File: src/rtl/vga_fb_pkg.sv
// vga_fb_pkg: shared types and constant helpers for the framebuffer scheduler
package vga_fb_pkg;
    localparam int def_color_depth = 8;

    typedef struct packed {
        logic [def_color_depth-1:0] r;
        logic [def_color_depth-1:0] g;
        logic [def_color_depth-1:0] b;
    } pixel_t;

    typedef enum logic [1:0] {
        DONE = 2'd0,
        IDLE = 2'd1,
        FILL = 2'd2
    } state_t;

    function automatic int clog2(input longint n);
        int r;
        r = 0;
        while ((longint'(1) << r) < n) r++;
        return r;
    endfunction
endpackage

File: src/rtl/vga_pixel_fifo.sv
// vga_pixel_fifo: synchronous pixel FIFO with occupancy count and flush
//   clk, rst_n : clock, asynchronous active-low reset
//   flush      : empties the FIFO, overrides push/pop
//   push, din  : write an entry (never issued while full)
//   pop        : consume the head entry; ignored while empty
//   dout       : head entry, 0 while empty
//   count      : number of stored entries
module vga_pixel_fifo
    import vga_fb_pkg::*;
#(
    parameter int depth = 16,
    parameter int width = 24,
    localparam int cw = clog2(depth + 1)
) (
    input  logic             clk,
    input  logic             rst_n,
    input  logic             flush,
    input  logic             push,
    input  logic             pop,
    input  logic [width-1:0] din,
    output logic [width-1:0] dout,
    output logic [cw-1:0]    count
);
    localparam int aw = clog2(depth);

    logic [width-1:0] mem [depth];
    logic [aw-1:0]    wp;
    logic [aw-1:0]    rp;
    logic             do_pop;

    assign do_pop = pop && count != '0;
    assign dout   = count != '0 ? mem[rp] : '0;

    always_ff @(posedge clk or negedge rst_n) begin
        if (!rst_n) begin
            wp    <= '0;
            rp    <= '0;
            count <= '0;
        end else if (flush) begin
            wp    <= '0;
            rp    <= '0;
            count <= '0;
        end else begin
            wp    <= push ? wp + aw'(1) : wp;
            rp    <= do_pop ? rp + aw'(1) : rp;
            count <= count + cw'(push) - cw'(do_pop);
        end
    end

    always_ff @(posedge clk) begin
        if (push && !flush) mem[wp] <= din;
    end
endmodule

File: src/rtl/vga_fb_scheduler.sv
// vga_fb_scheduler: arbitrates a single-port framebuffer between scan-out prefetch and a pixel writer
//   frame_start            : restart prefetch at address 0, flush FIFO, clear underflow
//   pix_rd / pix_valid     : display pops the head pixel / FIFO non-empty
//   pix_r, pix_g, pix_b    : head pixel, 0 while empty
//   underflow              : sticky, pix_rd seen while empty
//   wr_req/addr/data, ack  : writer handshake; ack pulses with the issued write
//   mem_en/we/addr/wdata   : registered memory command, one per cycle
//   mem_rdata              : read data, valid mem_lat cycles after a read issue
module vga_fb_scheduler
    import vga_fb_pkg::*;
#(
    parameter int vga_width   = 1024,
    parameter int vga_height  = 768,
    parameter int color_depth = 8,
    parameter int fifo_depth  = 16,
    parameter int low_wm      = 8,
    parameter int mem_lat     = 2,
    localparam int addr_w = clog2(vga_width * vga_height),
    localparam int pw     = 3 * color_depth
) (
    input  logic                   clk,
    input  logic                   rst_n,
    input  logic                   frame_start,
    input  logic                   pix_rd,
    output logic                   pix_valid,
    output logic [color_depth-1:0] pix_r,
    output logic [color_depth-1:0] pix_g,
    output logic [color_depth-1:0] pix_b,
    output logic                   underflow,
    input  logic                   wr_req,
    input  logic [addr_w-1:0]      wr_addr,
    input  logic [pw-1:0]          wr_data,
    output logic                   wr_ack,
    output logic                   mem_en,
    output logic                   mem_we,
    output logic [addr_w-1:0]      mem_addr,
    output logic [pw-1:0]          mem_wdata,
    input  logic [pw-1:0]          mem_rdata
);
    localparam int cw = clog2(fifo_depth + 1);
    localparam int iw = clog2(mem_lat + 1);
    localparam int ow = clog2(fifo_depth + mem_lat + 1);
    localparam logic [addr_w-1:0] last_addr = addr_w'(vga_width * vga_height - 1);

    state_t            state;
    state_t            state_n;
    logic [addr_w-1:0] rd_addr;
    logic [mem_lat-1:0] pend;
    logic [mem_lat:0]  pend_n;
    logic [iw-1:0]     inflight;
    logic [iw-1:0]     discard;
    logic [cw-1:0]     fifo_count;
    logic [ow-1:0]     occ;
    logic [pw-1:0]     head;
    logic              ret;
    logic              keep;
    logic              rd_go;
    logic              wr_go;

    // pend is a one-hot-per-cycle history of read issues; the oldest bit marks the return edge
    assign pend_n = {pend, rd_go};
    assign ret    = pend[mem_lat-1];
    assign keep   = ret && discard == '0;
    assign occ    = ow'(fifo_count) + ow'(inflight);

    always_comb begin
        inflight = '0;
        for (int i = 0; i < mem_lat; i++) inflight = inflight + iw'(pend[i]);
    end

    // wr_ack masks the request for one cycle: the writer still holds wr_req while it sees the ack
    always_comb begin
        state_n = state;
        rd_go   = 1'b0;
        wr_go   = 1'b0;
        if (frame_start) begin
            state_n = FILL;
        end else begin
            rd_go = state == FILL && occ < ow'(fifo_depth);
            wr_go = wr_req && !wr_ack && !rd_go;
            if (state == FILL) state_n = !rd_go ? IDLE : rd_addr == last_addr ? DONE : FILL;
            if (state == IDLE && occ <= ow'(low_wm)) state_n = FILL;
        end
    end

    always_ff @(posedge clk or negedge rst_n) begin
        if (!rst_n) begin
            state     <= DONE;
            rd_addr   <= '0;
            pend      <= '0;
            discard   <= '0;
            underflow <= 1'b0;
            wr_ack    <= 1'b0;
            mem_en    <= 1'b0;
            mem_we    <= 1'b0;
            mem_addr  <= '0;
            mem_wdata <= '0;
        end else begin
            state     <= state_n;
            pend      <= pend_n[mem_lat-1:0];
            wr_ack    <= wr_go;
            mem_en    <= rd_go || wr_go;
            mem_we    <= wr_go;
            mem_addr  <= wr_go ? wr_addr : rd_go ? rd_addr : '0;
            mem_wdata <= wr_go ? wr_data : '0;
            rd_addr   <= frame_start ? '0 : rd_go ? rd_addr + addr_w'(1) : rd_addr;
            // a return landing on the frame_start edge is dropped by the flush, so it is not discarded again
            discard   <= frame_start ? inflight - iw'(ret) : (ret && discard != '0) ? discard - iw'(1) : discard;
            underflow <= frame_start ? 1'b0 : underflow || (pix_rd && fifo_count == '0);
        end
    end

    vga_pixel_fifo #(
        .depth(fifo_depth),
        .width(pw)
    ) u_fifo (
        .clk  (clk),
        .rst_n(rst_n),
        .flush(frame_start),
        .push (keep),
        .pop  (pix_rd),
        .din  (mem_rdata),
        .dout (head),
        .count(fifo_count)
    );

    assign pix_valid = fifo_count != '0;
    assign {pix_r, pix_g, pix_b} = head;
endmodule

File: config.mk
export PLATFORM = sky130hd
export DESIGN_NAME = vga_fb_scheduler
export DESIGN_NICKNAME = d
export VERILOG_FILES = /design/src/rtl/vga_fb_pkg.sv /design/src/rtl/vga_pixel_fifo.sv /design/src/rtl/vga_fb_scheduler.sv
export SDC_FILE = /design/constraint.sdc
export NUM_CORES = 1
export LEC_CHECK = 0
export ABC_AREA = 1
export CAP_MARGIN = 15
export CORE_UTILIZATION = 61
export CTS_BUF_LIST = sky130_fd_sc_hd__clkbuf_8
export CTS_CLUSTER_DIAMETER = 50
export DETAILED_ROUTE_END_ITERATION = 10
export GPL_TIMING_DRIVEN = 0
export PLACE_DENSITY_LB_ADDON = 0.1
export SLEW_MARGIN = 20
export SYNTH_ARGS = -nofsm -noshare
export SYNTH_HDL_FRONTEND = slang
export SYNTH_HIERARCHICAL = 1
export SYNTH_SLANG_ARGS = --single-unit
File: constraint.sdc
create_clock -name clk -period 3.7 [get_ports clk]
set_input_delay 0.74 -clock clk [delete_from_list [all_inputs] [get_ports clk]]
set_output_delay 0.74 -clock clk [all_outputs]
set_load 0.02 [all_outputs]
==> results of run 1 <==
## power breakdown
part           internal [mW]  switching (mW)  leakage (nW)
registers               5.91           0.124          4.62
clock network           1.99            2.01         0.784
logic                   1.48            2.90          5.29
## what timing repair did
item / CTS / global route
hold endpoints to repair: 0 / 0
hold buffers: 0 / 0
gates resized for setup: 24 / 26
endpoints found under the setup margin: 24 / 22
setup buffers: 0 / 1
## layout by cell type (no fill, tap or decap), drive strengths merged, types with 16 or more instances in the layout
master	count
nand2	676
edfxtp	384
inv	321
nand3	263
clkdlybuf4s50	133
clkbuf	101
buf	89
nor2	87
dfrtp	86
a21oi	38
o21ai	26
clkinv	26
nand4	23
ha	16
## worst register-to-register path: cells and delay by family (launching register included)
family	cells	cell delay, ns
flops	1	0.47
simple gates	6	0.80
buf+inv	4	0.34
compound gates	1	0.13
fa+ha+maj	4	1.04
## Yosys cell counts (15+ instances only)
master,count
o22ai_2,15
buf_2,38
buf_6,22
edfxtp_1,384
nor2_1,86
nand3_1,261
nand4_1,22
nand2_1,673
inv_1,285
dfrtp_1,86
o21ai_0,26
a21oi_1,38
ha_1,16
## worst min-delay path by stage
stage / endpoint / slack [ns]
6_report: mem_addr[17] / 0.08
5_1_grt: mem_addr[17] / 0.08
4_1_cts: mem_en / 0.07
3_3_place_gp: pend[1] / 0.37
2_1_floorplan: pend[1] / 0.36
3_5_place_dp: pend[1] / 0.38
## through the flow
stage / area, µm² / std cells
final: 24630 / 2757
after global routing: 24630 / 2757
after CTS: 24570 / 2756
after detailed placement: 23190 / 2619
after global placement: 22630 / 2602
after floorplan: 20640 / 2016
## cell families (layout without fill, tap and decap cells)
group                      Yosys count  after routing  synth area share, %
AOI/OAI and AO/OA                   83             83                2.613
xor gates and xnor gates             4              4               0.1698
adders and majority gates           18             18                1.164
and+or+nand+nor                   1055           1055                21.39
DFF                                470            470                66.30
buffers and inverters              386            685                8.361
## state kept, by name (all words and copies together), names as in the netlist, 2 cells and up
name and cells:
u_fifo/mem 384, mem_wdata 24, mem_addr 20, rd_addr 20, u_fifo/count 5, u_fifo/rp 4
u_fifo/wp 4, discard 2, pend 2, state 2
## layout make-up
class	count	area [µm²]	area share, %
Timing Repair Buffer	162	1902	7.720
Buffer	94	696.9	2.829
Clock buffer	79	1087	4.414
Sequential cell	470	13690	55.55
Multi-Input combinational cell	1160	5349	21.71
Clock inverter	58	251.5	1.021
Inverter	292	1110	4.505
Tap cell	442	553.0	2.245
## metal layers
metal / part of all wire [%] / routed length, µm / global-route usage [%] / vias up
met5: 0.049 / 29 / 0.5926 / -
met1: 37 / 22050 / 47.07 / 7465
met4: 4.0 / 2402 / 15.84 / 2
li1: - / - / - / 7050
met3: 13 / 7669 / 8.922 / 202
met2: 46 / 27600 / 55.39 / 1042
==> out/metrics.csv, run 1 <==
metric,value,unit
sequential cell area fraction in the yosys report,66.30,%
gr ovfl total,0,
RR Startpoint,u_fifo/count[2],
total of max-cap violations,0,
r2r endpoint,u_fifo/count[4],
Yosys top cell by area,edfxtp_1,
Startpoint Class,flop,
number of fillers in the final layout,2226,
synth unique cells,35,
final count of negative-setup-slack endpoints,1,
total CTS buffers,75,
Port Buf Inserts,144,
Yosys warnings,6,
fin crit share,100.9,%
largest net degree at the start of global routing,55,
syn_nets,2107,
critical path class,flop to primary output,
Setup WS pre-CTS,0.2820,ns
WP buf/inv,3,
crit path launch,u_fifo/rp[3],
H-tree depth,3,
synth top area cells,"edfxtp_1 (56%), nand2_1 (12%), dfrtp_1 (10%)",
clock buffer depth,3,
I/O pin cnt,146,
Critical Path AT,2.99,ns
highest clock rate,0.2678,GHz
Power Dens Cells,584.9,nW/µm²
Leakage,10.70,nW
"delay-heaviest family, CP",buffers and inverters,
Initial Util,62.63,%
Final Max Slew Viols,0,
Layout Nets,2346,
post-route ant nets,0,
placer congestion estimate,0.8856,
dpl hpwl,38920,µm
fin worst setup slack,-0.03393,ns
Rows,66,
Crit. path cell count,5,
clk root buf,clkbuf_8,
Post-Syn Instances,2016,
CP Cell Sequence,"buf_2, buf_1, nand3_1, a21oi_1, clkdlybuf4s50_1",
die height,185.9,µm
first-pass GRT wire length,87670,µm
Setup Skew,0.02428,ns
CTS tree,yes,
share of cells above drive strength 1,10.45,%
"EDFF count, synth",384,
Critical Path RT,2.96,ns
Min Hold Slack,0.07994,ns
Synth async-reset ratio,18.30,%
Final Util,74.77,%
"Max FO, Critical Path",10,
status,"finished, violations left",
final hold viol count,0,
die span in x,185.9,µm
synthesized area,20640,µm²
GRT Util Overall,35.46,%
drt drc,0,
vias in the first global route,15115,
Tmin final,3.734,ns
vias,15761,
# diodes,0,
Crit-path slowest cell,buf_1,
endpoint class of the critical path,primary output,
Critical Path Max Stage Delay,0.71,ns
"CTS clk-pin slew, worst paths",0.06,ns
die area,34570,µm²
depth of the most critical reg-to-reg path,15,
via density per instance,5.717,
Detailed Route Iter0 Violations,1945,
Clock Sinks,470,
failing checks,negative setup slack,
Area growth syn-to-layout,19.37,%
share of the synthesized area in the top cell type,55.87,%
worst hold path type,input pin to async pin,
Core ar.,32950,µm²
Peak VDD IR,0.4695,mV
initial antenna violation count,0,
worst-margin pin slew,0.8796,ns
Synth Register Bits,470,
WL final,59750,µm
Post-synth top flop,edfxtp_1,
drt first pass iters,6,
Total Power,14.41,mW
wire per inst,21.67,µm
termination of the worst setup path,pix_g[6],
Rel. slew slack,41.36,%
total negative setup slack,-0.03393,ns
worst skew pair latency,0.61,ns
"Avg Cell Area, Syn",10.24,µm²
R2R setup slack,0.77,ns
Power figures use the tool's default switching activity.
==> run 2, diff against run 1 <==
--- a/config.mk
+++ b/config.mk
@@ -6,9 +6,10 @@
 export NUM_CORES = 1
 export LEC_CHECK = 0
 export ABC_AREA = 1
-export CAP_MARGIN = 15
+export CAP_MARGIN = 5
+export CORE_ASPECT_RATIO = 0.5
 export CORE_UTILIZATION = 61
-export CTS_BUF_LIST = sky130_fd_sc_hd__clkbuf_8
+export CTS_BUF_LIST = sky130_fd_sc_hd__clkbuf_4
 export CTS_CLUSTER_DIAMETER = 50
 export DETAILED_ROUTE_END_ITERATION = 10
 export GPL_TIMING_DRIVEN = 0
==> run 2 against run 1 <==
- the run now ends clean
- sequential power about the same
- core utilization decreased by 0.25 points
- clock skew is 0.046 ns higher
- via count up 0.93%
- hold slack improved by 0.20 ns
- register-to-register slack improved by 0.04 ns
==> out/metrics.csv, run 2 (synthesis results as in run 1) <==
metric,value,unit
first-pass GRT wire length,87290,µm
number of fillers in the final layout,2278,
via density per instance,5.647,
I/O pin cnt,146,
die height,132.1,µm
Seq pwr share,41.4,%
Tmin final,3.698,ns
WL final,59130,µm
clock buffer depth,3,
Gate power share,29.1,%
drt first pass iters,6,
critical path class,flop to primary output,
Critical Path Max Stage Delay,0.64,ns
Critical Path RT,2.96,ns
worst hold path type,input pin to flop,
fin worst setup slack,0.002341,ns
hold path depth,2,
Peak VDD IR,0.3523,mV
Startpoint Class,flop,
"most common cell after layout, fill and taps aside",nand2_1,
"Max FO, Critical Path",10,
Crit-path slowest cell,clkbuf_1,
R2R setup slack,0.81,ns
Largest register FFs,384,
Layout Nets,2376,
die area,34620,µm²
H-tree depth,3,
Setup WS pre-CTS,0.1782,ns
share of cells above drive strength 1,14.03,%
Detailed Route Iter0 Violations,2019,
crit path launch,u_fifo/rp[2],
r2r endpoint,u_fifo/count[4],
Area growth syn-to-layout,19.76,%
Net Sw Frac,34.37,%
Top reg by flops,u_fifo/mem,
endpoint class of the critical path,primary output,
Layout Cells excl Fill,2817,
final count of negative-setup-slack endpoints,0,
post-route ant nets,0,
most frequent cells in the layout,"nand2_1 (673), edfxtp_1 (384), inv_1 (284)",
clk root buf,clkbuf_4,
Power Internal,9.547,mW
total CTS buffers,104,
FF/Latch Area,13690,µm²
CTS tree,yes,
largest net degree at the start of global routing,47,
Rel. slew slack,41.56,%
initial antenna violation count,1,
Leakage,10.74,nW
RR Startpoint,u_fifo/count[2],
Total Power,14.55,mW
Hold Path Sink,underflow,
vias in the first global route,14954,
Rows,47,
Critical Path AT,2.96,ns
hold path start,frame_start,
dpl hpwl,38250,µm
Final Util,74.52,%
vias,15908,
status,completed,
drt drc,0,
Multi-input gate area,5353,µm²
Final Max Slew Viols,0,
Placed Instances,2618,
"CTS clk-pin slew, worst paths",0.07,ns
placer congestion estimate,0.9124,
highest clock rate,0.2704,GHz
Clock Sinks,470,
Core ar.,33170,µm²
Largest regs,"u_fifo/mem: 384 flops, mem_wdata: 24 flops",
gr ovfl total,0,
GRT Util Overall,34.89,%
Initial Util,62.22,%
worst skew pair latency,0.87,ns
wire per inst,20.99,µm
NetSw,4.999,mW
clock group share of total power,29.6,%
worst-margin pin slew,0.8766,ns
total of max-cap violations,0,
die span in x,262.1,µm
fin crit share,99.94,%
depth of the most critical reg-to-reg path,15,
final hold viol count,0,
Setup Skew,0.07065,ns
Port Buf Inserts,144,
CP Cell Sequence,"clkbuf_1, inv_1, clkbuf_1, nand3_1, nand3_1, a21oi_1, clkdlybuf4s15_1",
Power Dens Cells,588.5,nW/µm²
run 2: changes by cell type in the layout (fill, tap and decap cells not counted), moves of 8 or more:
cell	before	now
buf_4	17	25
clkbuf_4	12	177
clkbuf_8	79	2
clkdlybuf4s50_1	133	119
dlygate4sd2_1	2	22
dlymetal6s2s_1	8	0
inv_1	311	284
run 2: layer usage:
layer	global-route usage, %	wire length [µm]
met1	48.85	22160
met2	52.66	26710
met3	8.900	8171
met4	14.16	2092
met5	0	0
run 2: how the worst max path moves through the flow:
stage | end | slack (ns) | depth (start not counted)
detailed placement | pix_r[2] | 0.18 | 6
global route | pix_r[2] | -0.02 | 9
CTS | pix_r[1] | 0.04 | 11
global placement | u_fifo/rp[2] | -1.36 | 1
finish | pix_r[1] | 0.002 | 7
floorplan | u_fifo/mem[0][0] | 0.99 | 4
run 2: critical path, delay by kind of cell, from the launching register on:
family	cells	cell delay, ns
flops	1	0.36
buf+inv	4	1.23
compound gates	1	0.11
simple gates	2	0.39
run 2: timing repair:
| item | CTS | global route |
|---|---|---|
| setup endpoints to repair | 24 | 2 |
| buffers inserted | 1 | 0 |
| pin swaps | 0 | 0 |
| gates resized for setup | 66 | 3 |
| hold buffers | 1 | 0 |
| endpoints found under the hold margin | 45 | 0 |
run 2: final cells by class:
class,instances,area share (%)
flip-flops and latches,470,55.37
multi-input cells,1160,21.66
repair buffers,163,7.503
clock buffers,174,5.285
inverters,292,4.490
plain buffers,94,2.891
well taps,441,2.233
clock inverters,20,0.5366
diodes,3,0.03038
run 2: power groups by stage:
stage	Clock, mW	Combinational [mW]	Sequential, mW
global placement	0	4.04	6.13
finish	4.30	4.23	6.02
CTS	4.35	4.13	6.02
floorplan	0	2.37	6.19
detailed placement	0	4.15	6.13
global route	4.61	4.49	6.03
run 2: metrics by stage:
| step | hold WS [ns] | area [µm²] | setup TNS (ns) |
|---|---|---|---|
| floorplan | 0.3597 | 20640 | 0 |
| global placement | 0.3709 | 22630 | -306.39 |
| detailed placement | 0.3852 | 23170 | 0 |
| CTS | 0.2248 | 24700 | 0 |
| global route | 0.2183 | 24720 | -0.05136 |
| finish | 0.2766 | 24720 | 0 |
